`config.mk`:
```
export PLATFORM = sky130hd
export DESIGN_NAME = apb_regbank_ws
export DESIGN_NICKNAME = d
export VERILOG_FILES = /design/src/rtl/apb_pkg.sv /design/src/rtl/apb_wait_timer.sv /design/src/rtl/apb_regbank_ws.sv
export SDC_FILE = /design/constraint.sdc
export NUM_CORES = 1
export LEC_CHECK = 0
export ABC_AREA = 0
export CORE_ASPECT_RATIO = 1.25
export CORE_UTILIZATION = 46
export CTS_CLUSTER_DIAMETER = 40
export CTS_CLUSTER_SIZE = 28
export DETAILED_ROUTE_END_ITERATION = 6
export PLACE_DENSITY = 0.73
export SKIP_LAST_GASP = 1
export SLEW_MARGIN = 25
export SYNTH_ARGS = -nofsm -noshare
export SYNTH_HDL_FRONTEND = slang
export SYNTH_SLANG_ARGS = --single-unit
```
`constraint.sdc`:
```
create_clock -name pclk -period 2.7 [get_ports pclk]
set_clock_uncertainty 0.05 [all_clocks]
set_input_delay 0.54 -clock pclk [delete_from_list [all_inputs] [get_ports pclk]]
set_output_delay 0.54 -clock pclk [all_outputs]
set_load 0.05 [all_outputs]
```
`src/rtl/apb_pkg.sv`:
```
// Shared types and address helpers for the APB register bank with wait states.
package apb_pkg;

  typedef enum logic {IDLE, ACCESS} apb_state_e;

  localparam int unsigned APB_MAX_WS = 15;
  localparam int unsigned WS_W       = 4;

  // Byte address to word index for a 32-bit (4 lanes) or 64-bit (8 lanes) bus.
  function automatic logic [31:0] apb_word_idx(input logic [31:0] addr, input int strb_w);
    return (strb_w == 8) ? (addr >> 3) : (addr >> 2);
  endfunction

  function automatic logic apb_misaligned(input logic [31:0] addr, input int strb_w);
    return (strb_w == 8) ? (|addr[2:0]) : (|addr[1:0]);
  endfunction

endpackage

```
`src/rtl/apb_wait_timer.sv`:
```
// Loadable 4-bit down-counter; o_done is high whenever the count is zero.
module apb_wait_timer
  import apb_pkg::*;
(
  input  logic            pclk,
  input  logic            presetn,
  input  logic            i_load,
  input  logic [WS_W-1:0] i_val,
  input  logic            i_dec,
  output logic            o_done
);

  logic [WS_W-1:0] r_cnt;

  always_ff @(posedge pclk or negedge presetn) begin
    if (!presetn) begin
      r_cnt <= '0;
    end else if (i_load) begin
      r_cnt <= i_val;
    end else if (i_dec && (r_cnt != '0)) begin
      r_cnt <= r_cnt - 1'b1;
    end
  end

  assign o_done = (r_cnt == '0);

endmodule

```
`src/rtl/apb_regbank_ws.sv`:
```
// APB4 completer register bank with configurable wait states, RO/privileged maps,
// PSLVERR decode and a hardware-side full-word update port.
module apb_regbank_ws
  import apb_pkg::*;
#(
  parameter int                     ADDR_WIDTH = 12,
  parameter int                     DATA_WIDTH = 32,
  parameter int                     NUM_REGS   = 16,
  parameter int                     READ_WS    = 0,
  parameter int                     WRITE_WS   = 1,
  parameter logic [NUM_REGS-1:0]    RO_MASK    = '0,
  parameter logic [NUM_REGS-1:0]    PRIV_MASK  = '0,
  localparam int                    STRB_WIDTH = DATA_WIDTH / 8,
  localparam int                    IDX_W      = (NUM_REGS > 1) ? $clog2(NUM_REGS) : 1
) (
  input  logic                           pclk,
  input  logic                           presetn,
  input  logic                           psel,
  input  logic                           penable,
  input  logic                           pwrite,
  input  logic [ADDR_WIDTH-1:0]          paddr,
  input  logic [DATA_WIDTH-1:0]          pwdata,
  input  logic [STRB_WIDTH-1:0]          pstrb,
  input  logic [2:0]                     pprot,
  output logic [DATA_WIDTH-1:0]          prdata,
  output logic                           pready,
  output logic                           pslverr,
  input  logic                           hw_we,
  input  logic [IDX_W-1:0]               hw_idx,
  input  logic [DATA_WIDTH-1:0]          hw_wdata,
  output logic [NUM_REGS*DATA_WIDTH-1:0] reg_q,
  output logic                           proto_err
);

  apb_state_e              r_state;
  logic [ADDR_WIDTH-1:0]   r_addr;
  logic                    r_write;
  logic                    r_priv;
  logic [STRB_WIDTH-1:0]   r_strb;
  logic                    r_proto_err;
  logic [DATA_WIDTH-1:0]   r_regs [NUM_REGS];
  logic [DATA_WIDTH-1:0]   w_next [NUM_REGS];

  logic                    w_setup;
  logic                    w_active;
  logic                    w_cnt_done;
  logic [WS_W-1:0]         w_ws_val;
  logic                    w_commit;
  logic [31:0]             w_word;
  logic                    w_in_range;
  logic [IDX_W-1:0]        w_idx;
  logic                    w_err;
  logic                    w_apb_we;
  logic                    w_unused;

  assign w_unused = ^pprot[2:1];
  assign w_setup  = (r_state == IDLE) && psel && !penable;
  assign w_active = psel && penable;
  assign w_ws_val = pwrite ? WS_W'(WRITE_WS) : WS_W'(READ_WS);

  apb_wait_timer u_timer (
    .pclk    (pclk),
    .presetn (presetn),
    .i_load  (w_setup),
    .i_val   (w_ws_val),
    .i_dec   (r_state == ACCESS),
    .o_done  (w_cnt_done)
  );

  always_ff @(posedge pclk or negedge presetn) begin
    if (!presetn) begin
      r_state     <= IDLE;
      r_proto_err <= 1'b0;
    end else begin
      case (r_state)
        IDLE: begin
          if (w_setup) begin
            r_state <= ACCESS;
          end else if (w_active) begin
            r_proto_err <= 1'b1;
          end
        end
        ACCESS: begin
          if (!w_active) begin
            r_state     <= IDLE;
            r_proto_err <= 1'b1;
          end else if (w_cnt_done) begin
            r_state <= IDLE;
          end
        end
        default: r_state <= IDLE;
      endcase
    end
  end

  // Setup-phase capture is data only; it is always rewritten before being used.
  always_ff @(posedge pclk) begin
    if (w_setup) begin
      r_addr  <= paddr;
      r_write <= pwrite;
      r_priv  <= pprot[0];
      r_strb  <= pstrb;
    end
  end

  assign w_commit   = (r_state == ACCESS) && w_cnt_done && w_active;
  assign w_word     = apb_word_idx(32'(r_addr), STRB_WIDTH);
  assign w_in_range = (w_word < 32'(NUM_REGS));
  assign w_idx      = w_word[IDX_W-1:0];

  always_comb begin
    w_err = apb_misaligned(32'(r_addr), STRB_WIDTH) || !w_in_range ||
            (paddr != r_addr) || (pwrite != r_write);
    if (w_in_range) begin
      if (PRIV_MASK[w_idx] && !r_priv) w_err = 1'b1;
      if (RO_MASK[w_idx] && r_write)   w_err = 1'b1;
    end
  end

  assign w_apb_we = w_commit && r_write && !w_err;
  assign pready   = w_commit;
  assign pslverr  = w_commit && w_err;
  assign prdata   = (w_commit && !r_write && !w_err) ? r_regs[w_idx] : '0;

  // Hardware update lands first so that APB byte lanes override it on a same-index collision.
  always_comb begin
    for (int i = 0; i < NUM_REGS; i++) begin
      w_next[i] = r_regs[i];
      if (hw_we && (hw_idx == IDX_W'(i))) w_next[i] = hw_wdata;
      if (w_apb_we && (w_idx == IDX_W'(i))) begin
        for (int b = 0; b < STRB_WIDTH; b++) begin
          if (r_strb[b]) w_next[i][b*8 +: 8] = pwdata[b*8 +: 8];
        end
      end
    end
  end

  always_ff @(posedge pclk or negedge presetn) begin
    if (!presetn) begin
      for (int i = 0; i < NUM_REGS; i++) r_regs[i] <= '0;
    end else begin
      for (int i = 0; i < NUM_REGS; i++) r_regs[i] <= w_next[i];
    end
  end

  for (genvar g = 0; g < NUM_REGS; g++) begin : g_regq
    assign reg_q[g*DATA_WIDTH +: DATA_WIDTH] = r_regs[g];
  end

  assign proto_err = r_proto_err;

endmodule

```
==> flow_summary.toml <==
[min_path]
hold_path_class = "flip-flop to flip-flop"
min_to = "proto_err$_DFFE_PN0P_"
hold_depth = 1
hp-start = "proto_err$_DFFE_PN0P_"

[routing]
dr.pass1.iters = 5
drtAntennaViolNets = 0
totalWireLength_mm = 124
wl_per_cell_um = 31.6
via_count = 24803
detail_route.iter0.violations = 1836
post_drt_via_cell_ratio = 6.33
detail_route.drc_violations = 0

[placement]
place_area_mm2 = 0.0417
worst_case_setup_slack_after_placement_ps = -378
port-buffer-count = 636
hpwlAfterDp_mm = 84.7
dp_cells = 3746
place.gp.congestion = 0.886

[timing]
fin_crit_ps = 3270
max_slew.worst_pin.slew_ps = 715
hold-worst-slack_ps = 414
drv_slew = 0
hold_violations = 0
postLayoutSetupSlackWorst_ps = -567
final_setup_fails = 34
rsz_0062_raised_after_global_routing = "yes"
fin_tns_setup_ps = -16850
max_clock_freq_mhz = 306
fin_crit_sh_pct = 121
slew_limit_headroom_pct = 52.2

[clock_tree]
cts.root.buffer_cell = "clkbuf_16"
cts_tree = "built"
tritoncts.num_buffers = 69
clock_sink_count = 535
clock_latency_ps = 620
clock_path_buffers = 3
htree_num_levels = 3
cts.clk_slew.worst_paths_ps = 60

[power]
design_power_total_mw = 39.3
power.clock.fraction_pct = 24.5
internal-power_mw = 22.8
net-switching-power_mw = 16.5
share_seq_of_total_power_pct = 30.6
pwr_density_cell_mw_per_mm2 = 861
irDropWorstVdd_mv = 0.736
static-leakage-power_nw = 18.8
pwr-share-comb_pct = 45.0
swShare_pct = 41.9

[worst_setup_path]
timing.rr.start = "u_timer.r_cnt[0]$_DFFE_PN0P_"
critPathRequiredTime_ps = 2110
critical_path.slowest_cell = "mux4_2"
critical_path.startpoint = "r_addr[2]$_DFFE_PP_"
buffer_and_inverter_count_on_the_worst_path = 6
critical_path.top_delay_family = "buffers and inverters"
max_stage_delay_ps = 490
r2r.worst_path.cells = 10
critPathKind = "flip-flop to output port"
crit_arrival_ps = 2680
critical_path.startpoint_type = "flip-flop"
worst_r2r_endpoint = "reg_q[234]$_DFF_PN0_"
path_cells = "buf_12 > buf_16 > buf_8 > buf_4 > mux4_2 > a22oi_1 > buf_4 > a21oi_4 > buf_12"
rrSetupSlack_ps = 30
max_fanout_on_critical_path = 7
worst_setup_path_end_kind = "output port"

[global_route]
overall_fraction_of_global_route_tracks_in_use_pct = 34.2
antenna_violations_before_repair = 10
grt_first_pass_wirelength_mm = 174
maximum_number_of_pins_on_one_net_before_global_route_repair = 81
grt_overflow = 0
grt_pass1_vias = 25495

[layout]
syn2layout_area_growth_pct = 44.0
layout_commonest_cell = "mux2_2"
post_route_cells_drive_above_1_share_pct = 58.2
finish.net_count = 3078
multi_input_area_mm2 = 0.0184
layout.cells.non_filler = 3917
regArea_mm2 = 0.0135
layout.cells.most_common_list = "1000 x mux2_2, 597 x clkdlybuf4s50_1, 518 x dfrtp_1"
stdcell_area_mm2 = 0.0456
fill_cells = 4794
fin_util_pct = 66.9

[status]
run_status = "finished with violations"
violations = "negative setup slack"

[synth]
postSynthCellCount = 2233
synth_top_family_by_area = "multiplexers"
syn_area_mm2 = 0.0317
syn_area_per_cell_um2 = 14.2
synth_sequential_area_ratio_pct = 42.5
yosys-mux-area-fraction_pct = 45.5
synth_cell_type_count = 39
ys_ff_latch = 535
netlist.area_leader.share_pct = 40.9
post_synthesis_xor_xnor_area_fraction_pct = 0.276
synth_compound_gate_area_share_pct = 2.10
yosys_warnings = 0
synth_simple_gate_area_share_pct = 6.60
fraction_of_the_mapped_netlist_area_in_adder_cells_pct = 0.0790
synth_top_cell_by_area = "dfrtp_1"
postSynthNetCount = 2328
synth_area_leaders = "dfrtp_1 41%, mux2_2 36%, mux4_2 9.1%, edfxtp_1 1.6%, clkbuf_1 1.6%"

[floorplan]
core_mm2 = 0.0681
dieWidth_um = 237
placementRows = 107
die-height_um = 295
starting_density_of_the_core_pct = 46.5
fp.dieArea_mm2 = 0.0699
num_io_pins = 640

[job]
max_cap_violations = 0
## repair_timing
item | 4_1_cts | 5_1_grt
setup endpoints to repair | 33 | 518
pin swaps | 18 | 21
endpoints found under the hold margin | 46 | 0
resized for setup | 71 | 99
cloned | 7 | 10
hold buffers | 1 | 0
buffers inserted | 12 | 10
## metal layers
metal,wire length [µm],track usage [%]
met5,11,0
met3,7690,5.66
met4,6310,18.7
met2,62200,57.6
met1,47600,41.9
## sequential cells by signal, indices dropped and copies added, names as in the netlist
signal,count
reg_q,512
r_addr,12
r_strb,4
u_timer.r_cnt,4
proto_err,1
r_state,1
r_write,1
## cells by family after synthesis
| group | Yosys count |
|---|---|
| muxes | 1152 |
| DFF | 535 |
| buffers and inverters | 219 |
| and+or+nand+nor | 215 |
| AOI/OAI and AO/OA | 100 |
| xor gates and xnor gates | 10 |
| adders and majority gates | 2 |
## synthesized netlist by cell type, drive strengths merged
cell    instances
ha              2
or3b            8
nand3          15
mux4          128
nor2           16
a21oi          32
and3            1
mux2         1024
nand4          66
a22oi          64
a21o            1
inv             3
nand2b          4
and2            2
nor3b           1
nand3b         21
or3             3
dfrtp         518
nor2b           2
nor4           68
buf            81
o211ai          1
xor2           10
and4            1
nand2           5
clkbuf        135
nor3            2
edfxtp         17
o21ai           2
## worst reg2reg max path, cell delays in order, from the launching register on
cell and delay [ps]:
dfrtp_1 410, inv_2 70, ha_1 130, or3b_4 390, buf_4 150, buf_12 150
buf_16 180, nor4_2 370, nand4_2 170, buf_12 190, mux2_2 280
## power groups by stage
stage,registers (mW),logic (mW),clock network (mW)
floorplan,17.5,5.01,0
detailed placement,12.0,16.6,0
CTS,11.9,16.8,9.70
global route,12.1,18.2,10.0
global placement,11.9,16.3,0
finish,12.0,17.7,9.61
## final cells by class
type / count / share of cell area, %
multi-input combinational: 1479 / 40.3
sequential: 535 / 29.5
timing repair buffer: 895 / 22.4
clock buffer: 83 / 4.14
tap: 872 / 2.39
clock inverter: 43 / 1.15
antenna: 7 / 0.0384
inverter: 3 / 0.0247
## worst max-delay path by stage
stage / end / depth (start not counted)
floorplan: prdata[10] / 6
global placement: prdata[31] / 7
detailed placement: prdata[31] / 7
CTS: prdata[10] / 9
global route: prdata[10] / 9
finish: prdata[0] / 9
Note: power is estimated with default switching activity, not from simulation.
